==> config.mk <==
export PLATFORM = sky130hd
export DESIGN_NAME = bcd_hex_display
export DESIGN_NICKNAME = d
export VERILOG_FILES = /design/src/rtl/display_pkg.sv /design/src/rtl/seven_seg_decoder.sv /design/src/rtl/bcd_hex_display.sv
export SDC_FILE = /design/constraint.sdc
export NUM_CORES = 1
export LEC_CHECK = 0
export CORE_UTILIZATION = 54
export DETAILED_ROUTE_END_ITERATION = 10
export PLACE_DENSITY = 0.77
export SLEW_MARGIN = 20
export SYNTH_ARGS = -nofsm -noshare
export SYNTH_HDL_FRONTEND = slang
export SYNTH_HIERARCHICAL = 1
export SYNTH_SLANG_ARGS = --single-unit
export TNS_END_PERCENT = 50
==> constraint.sdc <==
create_clock -name CLOCK_50 -period 2.4 [get_ports CLOCK_50]
set_clock_uncertainty 0.15 [all_clocks]
set_input_delay 0.24 -clock CLOCK_50 [delete_from_list [all_inputs] [get_ports CLOCK_50]]
set_output_delay 0.24 -clock CLOCK_50 [all_outputs]
set_load 0.01 [all_outputs]
==> src/rtl/display_pkg.sv <==
// Shared constants, state encoding and BCD helper for bcd_hex_display.
// Segment patterns are active-low, bit0 = segment a through bit6 = segment g.
package display_pkg;

   localparam int VALUE_W     = 14;
   localparam int DIGITS      = 4;
   localparam int BCD_W       = 4 * DIGITS;
   localparam int CNT_W       = 4;
   localparam int MAX_DISPLAY = 9999;

   // Counter value present on the edge that performs the final shift.
   localparam logic [CNT_W-1:0] LAST_SHIFT = CNT_W'(VALUE_W - 1);

   localparam logic [6:0] SEG_BLANK = 7'h7F;
   localparam logic [6:0] SEG_DASH  = 7'h3F;
   localparam logic [6:0] SEG_DIGIT [0:9] = '{
      7'h40, 7'h79, 7'h24, 7'h30, 7'h19,
      7'h12, 7'h02, 7'h78, 7'h00, 7'h10
   };

   typedef enum logic [1:0] {
      ST_IDLE    = 2'd0,
      ST_CONVERT = 2'd1,
      ST_UPDATE  = 2'd2
   } disp_state_t;

   // Double-dabble correction: any nibble >= 5 gets +3 before the shift.
   function automatic logic [BCD_W-1:0] bcd_adjust(input logic [BCD_W-1:0] bcd);
      logic [BCD_W-1:0] res;
      res = bcd;
      for (int i = 0; i < DIGITS; i++) begin
         if (bcd[4*i +: 4] >= 4'd5) begin
            res[4*i +: 4] = bcd[4*i +: 4] + 4'd3;
         end
      end
      return res;
   endfunction

endpackage

==> src/rtl/seven_seg_decoder.sv <==
// Combinational BCD-to-seven-segment decoder with a blank override.
// Non-decimal nibbles also decode to blank.
module seven_seg_decoder
   import display_pkg::*;
(
   input  logic [3:0] i_bcd,
   input  logic       i_blank,
   output logic [6:0] o_seg
);

   always_comb begin
      o_seg = SEG_BLANK;
      if (!i_blank && (i_bcd <= 4'd9)) begin
         o_seg = SEG_DIGIT[i_bcd];
      end
   end

endmodule

==> src/rtl/bcd_hex_display.sv <==
// Binary-to-BCD display stage: valid/ready input, sequential double-dabble, registered HEX0-HEX3.
// Optional build macro LEADING_ZERO_BLANK_EN blanks leading zeros on HEX3..HEX1.
module bcd_hex_display
   import display_pkg::*;
(
   input  logic               CLOCK_50,
   input  logic               reset,
   input  logic [VALUE_W-1:0] value_in,
   input  logic               value_valid,
   output logic               value_ready,
   output logic               done,
   output logic               overflow,
   output logic [6:0]         HEX0,
   output logic [6:0]         HEX1,
   output logic [6:0]         HEX2,
   output logic [6:0]         HEX3
);

   disp_state_t        r_state;
   disp_state_t        w_state_next;
   logic [VALUE_W-1:0] r_bin;
   logic [VALUE_W-1:0] r_value;
   logic [BCD_W-1:0]   r_bcd;
   logic [BCD_W-1:0]   w_bcd_adj;
   logic [CNT_W-1:0]   r_cnt;
   logic [6:0]         r_hex [DIGITS];
   logic               r_done;
   logic               r_overflow;
   logic               w_accept;
   logic               w_overflow;
   logic [DIGITS-1:0]  w_blank;
   logic [6:0]         w_seg [DIGITS];

   assign value_ready = (r_state == ST_IDLE);
   assign w_accept    = value_valid && value_ready;
   assign w_bcd_adj   = bcd_adjust(r_bcd);
   assign w_overflow  = (r_value > VALUE_W'(MAX_DISPLAY));

   always_ff @(posedge CLOCK_50 or posedge reset) begin
      if (reset) begin
         r_state <= ST_IDLE;
      end else begin
         r_state <= w_state_next;
      end
   end

   always_comb begin
      w_state_next = r_state;
      case (r_state)
         ST_IDLE: begin
            if (w_accept) begin
               w_state_next = ST_CONVERT;
            end
         end
         ST_CONVERT: begin
            if (r_cnt == LAST_SHIFT) begin
               w_state_next = ST_UPDATE;
            end
         end
         ST_UPDATE: begin
            w_state_next = ST_IDLE;
         end
         default: begin
            w_state_next = ST_IDLE;
         end
      endcase
   end

   // Leading-zero suppression chains from the most significant digit down.
`ifdef LEADING_ZERO_BLANK_EN
   assign w_blank[DIGITS-1] = (r_bcd[4*(DIGITS-1) +: 4] == 4'd0);
   assign w_blank[0]        = 1'b0;
   generate
      for (genvar gi = 1; gi < DIGITS - 1; gi++) begin : g_lead_blank
         assign w_blank[gi] = w_blank[gi+1] && (r_bcd[4*gi +: 4] == 4'd0);
      end
   endgenerate
`else
   assign w_blank = '0;
`endif

   generate
      for (genvar gi = 0; gi < DIGITS; gi++) begin : g_digit
         seven_seg_decoder u_dec (
            .i_bcd   (r_bcd[4*gi +: 4]),
            .i_blank (w_blank[gi]),
            .o_seg   (w_seg[gi])
         );
      end
   endgenerate

   // The unshifted copy in r_value decides overflow, since r_bin is consumed by the shifts.
   always_ff @(posedge CLOCK_50 or posedge reset) begin
      if (reset) begin
         r_bin      <= '0;
         r_value    <= '0;
         r_bcd      <= '0;
         r_cnt      <= '0;
         r_done     <= 1'b0;
         r_overflow <= 1'b0;
         for (int i = 0; i < DIGITS; i++) begin
            r_hex[i] <= SEG_BLANK;
         end
      end else begin
         r_done <= 1'b0;
         case (r_state)
            ST_IDLE: begin
               if (w_accept) begin
                  r_bin   <= value_in;
                  r_value <= value_in;
                  r_bcd   <= '0;
                  r_cnt   <= '0;
               end
            end
            ST_CONVERT: begin
               {r_bcd, r_bin} <= {w_bcd_adj, r_bin} << 1;
               r_cnt          <= r_cnt + 1'b1;
            end
            ST_UPDATE: begin
               r_done     <= 1'b1;
               r_overflow <= w_overflow;
               for (int i = 0; i < DIGITS; i++) begin
                  r_hex[i] <= w_overflow ? SEG_DASH : w_seg[i];
               end
            end
            default: begin
               r_done <= 1'b0;
            end
         endcase
      end
   end

   assign done     = r_done;
   assign overflow = r_overflow;
   assign HEX0     = r_hex[0];
   assign HEX1     = r_hex[1];
   assign HEX2     = r_hex[2];
   assign HEX3     = r_hex[3];

endmodule

==> results.yml <==
power:
  seqPwrFrac_pct: 39.8
  clkPwrFrac_pct: 17.4
  powerDensity_nw_per_um2: 1240
  switching_share_pct: 37.2
  power_frac_comb_pct: 42.8
  irDropWorstVdd_mv: 0.808
  leakagePower_nw: 2.13
  intPower_mw: 3.83
  switchingPower_mw: 2.26
  total_power_mw: 6.09
timing:
  rsz0062_at_grt: "false"
  tns_ns: 0
  slew_headroom_pct: 66.1
  hold_viol: 0
  finalWorstSetupSlack_ns: 0.461
  hold_slack_ns: 0.133
  max_freq_ghz: 0.516
  fin_crit_sh_pct: 80.8
  min_period_ns: 1.94
  slew_viol_final: 0
  final-setup-viol-count: 0
  tightest_slew_ns: 0.507
synthesis:
  synth.area.top_cells: "dfrtp_1 29%, dfstp_2 18%, ha_1 9.0%, nand2_1 5.6%, o22a_1 5.1%"
  synth_edf_count: 0
  seq_area_frac_synth_pct: 46.6
  syn-mean-instance-area_um2: 10.3
  synth_top_area_share_pct: 28.9
  ys_warn_count: 6
  synthCells: 404
  ys_types: 39
  synth_area_leader_cell: "dfrtp_1"
  synth_ff_type: "dfrtp_1"
  syn_area_um2: 4160
  synthArstFlopShare_pct: 100
  ys_ff_latch: 76
grt:
  antenna_found_initial: 0
  grt_max_degree: 77
  grt_pass1_wl_um: 13400
  overflow: 0
  first_global_vias: 2866
  track_usage_pct: 20.6
floorplanning:
  start_util_pct: 56.7
  die_x_um: 89.7
  fp.dieArea_um2: 8050
  die-height_um: 89.7
  pin_count: 48
  coreArea_um2: 7330
  rows: 31
clock_network:
  ctsResizeCount: 0
  htreeDepth: 3
  clkTransAtPathRegs_ns: 0.08
  clk_latency_ns: 0.35
  cts_setup_buffers: 0
  clockRootBuffer: "clkbuf_8"
  cts_buffers: 9
  cts_sinks: 76
  cts_max_path_buffers: 2
  hold_buffers: 0
  cts_tree: "yes"
placement:
  place_inst: 539
  gp_congestion: 0.773
  portBuffers: 47
  hpwlAfterDp_um: 5080
  dpl_cell_area_um2: 4680
  place_ws_ns: 0.457
drt:
  drtPass1Iterations: 4
  routed_wl_um: 7530
  route.detailed.drc: 0
  first_iter_violations: 109
  routed_via_density: 5.37
  postRouteAntennaNets: 0
  num_vias: 2979
  wire_per_inst_um: 13.6
setup_path:
  ff2ff_setup_slack_ns: 0.46
  cp-start-kind: "flip-flop"
  r2r_start: "r_bcd[0]"
  rr_worst_depth: 6
  r2r-end: "r_bcd[2]"
  worst_ep_arrival_time_ns: 2.06
  cp_data_required_time_ns: 2.52
  worst-path-max-fanout: 7
  critical_path_class: "flip-flop to flip-flop"
  cp-startpoint: "r_bcd[0]"
  end_kind: "flip-flop"
run:
  maxCapViolations: 0
finish:
  fin_cells: 555
  fin_util_pct: 66.8
  final_area_um2: 4900
  syn_to_final_growth_pct: 17.8
  fin_nets: 498
  drive_above_1_share_pct: 17.8
  fillCellCount: 582
  diodes: 0
run_status:
  status: "complete, no violations"
hold_path:
  hp-class: "input pin to asynchronous set/reset pin"
layer usage:
layer  global-route usage (%)  wire [µm]  up-vias
met1                     27.5       3590     1409
met2                     33.5       3560       59
li1                         -          -     1500
met3                     3.55        266       11
met4                     8.06        114        0
met5                        0          0        -
area by class of cell:
cell class / instances / area (µm²) / area share (%)
clock buffers: 9 / 124 / 2.53
clock inverters: 7 / 91.3 / 1.87
inverters: 27 / 104 / 2.12
multi-input cells: 284 / 1990 / 40.6
flip-flops and latches: 76 / 1940 / 39.6
well taps: 99 / 124 / 2.53
repair buffers: 53 / 528 / 10.8
cells by family after synthesis:
| family | Yosys count | synth area share, % |
|---|---|---|
| xor gates and xnor gates | 8 | 1.69 |
| muxes | 14 | 3.79 |
| and+or+nand+nor | 106 | 11.7 |
| AOI/OAI and AO/OA | 122 | 21.3 |
| buffers and inverters | 47 | 5.81 |
| adders and majority gates | 30 | 9.03 |
| DFF | 76 | 46.6 |
| other | 1 | 0.0902 |
worst max path at each step:
stage                       to  slack, ns  cells past startpoint
floorplan                 done       0.12                      1
global placement    r_value[4]       0.47                      4
detailed placement  r_value[5]       0.46                      4
CTS                   r_bcd[2]       0.47                      6
global route          r_bcd[2]       0.30                      6
finish                r_bcd[2]       0.46                      6
cell usage after synthesis, types with 2 or more instances:
master and count:
a21oi_1 20, a21oi_4 4, a22oi_1 13, and2b_2 4, buf_2 11, buf_6 6, clkbuf_1 2, dfrtp_1 48
dfstp_2 28, ha_1 30, inv_1 26, mux2_2 14, nand2_1 62, nand2b_1 9, nand3_1 6, nor2_1 16
nor3_1 4, o211ai_1 4, o21ai_0 30, o21ai_1 6, o21bai_4 4, o22a_1 24, o22ai_1 9, o32ai_1 3
xnor2_1 4, xor2_1 4
state kept, by name, indices dropped and copies added (netlist names), 4 cells and up:
register,flops
HEX1,7
r_value,10
r_cnt,4
r_bcd,16
HEX0,7
HEX3,7
HEX2,7
r_bin,14
critical path, cell delays in order, from the launching register on:
cell	delay [ns]
dfrtp_1	0.46
inv_1	0.15
ha_1	0.22
nand2b_1	0.08
a21oi_1	0.29
mux2_2	0.37
o22ai_1	0.14
power groups by stage:
stage	combinational [mW]	clock [mW]	sequential, mW
floorplan	1.99	0	2.35
global placement	2.53	0	2.42
detailed placement	2.62	0	2.45
CTS	2.63	1.09	2.43
global route	2.93	1.14	2.52
finish	2.61	1.06	2.43
layout by cell type, fill, tap and decap left out, drive strengths merged, types with 9 or more instances in the layout:
| master | Yosys | layout |
|---|---|---|
| a21oi | 24 | 24 |
| a22oi | 13 | 13 |
| clkbuf | 2 | 9 |
| clkdlybuf4s50 | 0 | 47 |
| dfrtp | 48 | 48 |
| dfstp | 28 | 28 |
| ha | 30 | 30 |
| inv | 27 | 27 |
| mux2 | 14 | 14 |
| nand2 | 62 | 62 |
| nand2b | 10 | 10 |
| nor2 | 16 | 16 |
| o21ai | 36 | 36 |
| o22a | 24 | 24 |
| o22ai | 9 | 9 |
(Power assumes the default switching activity.)
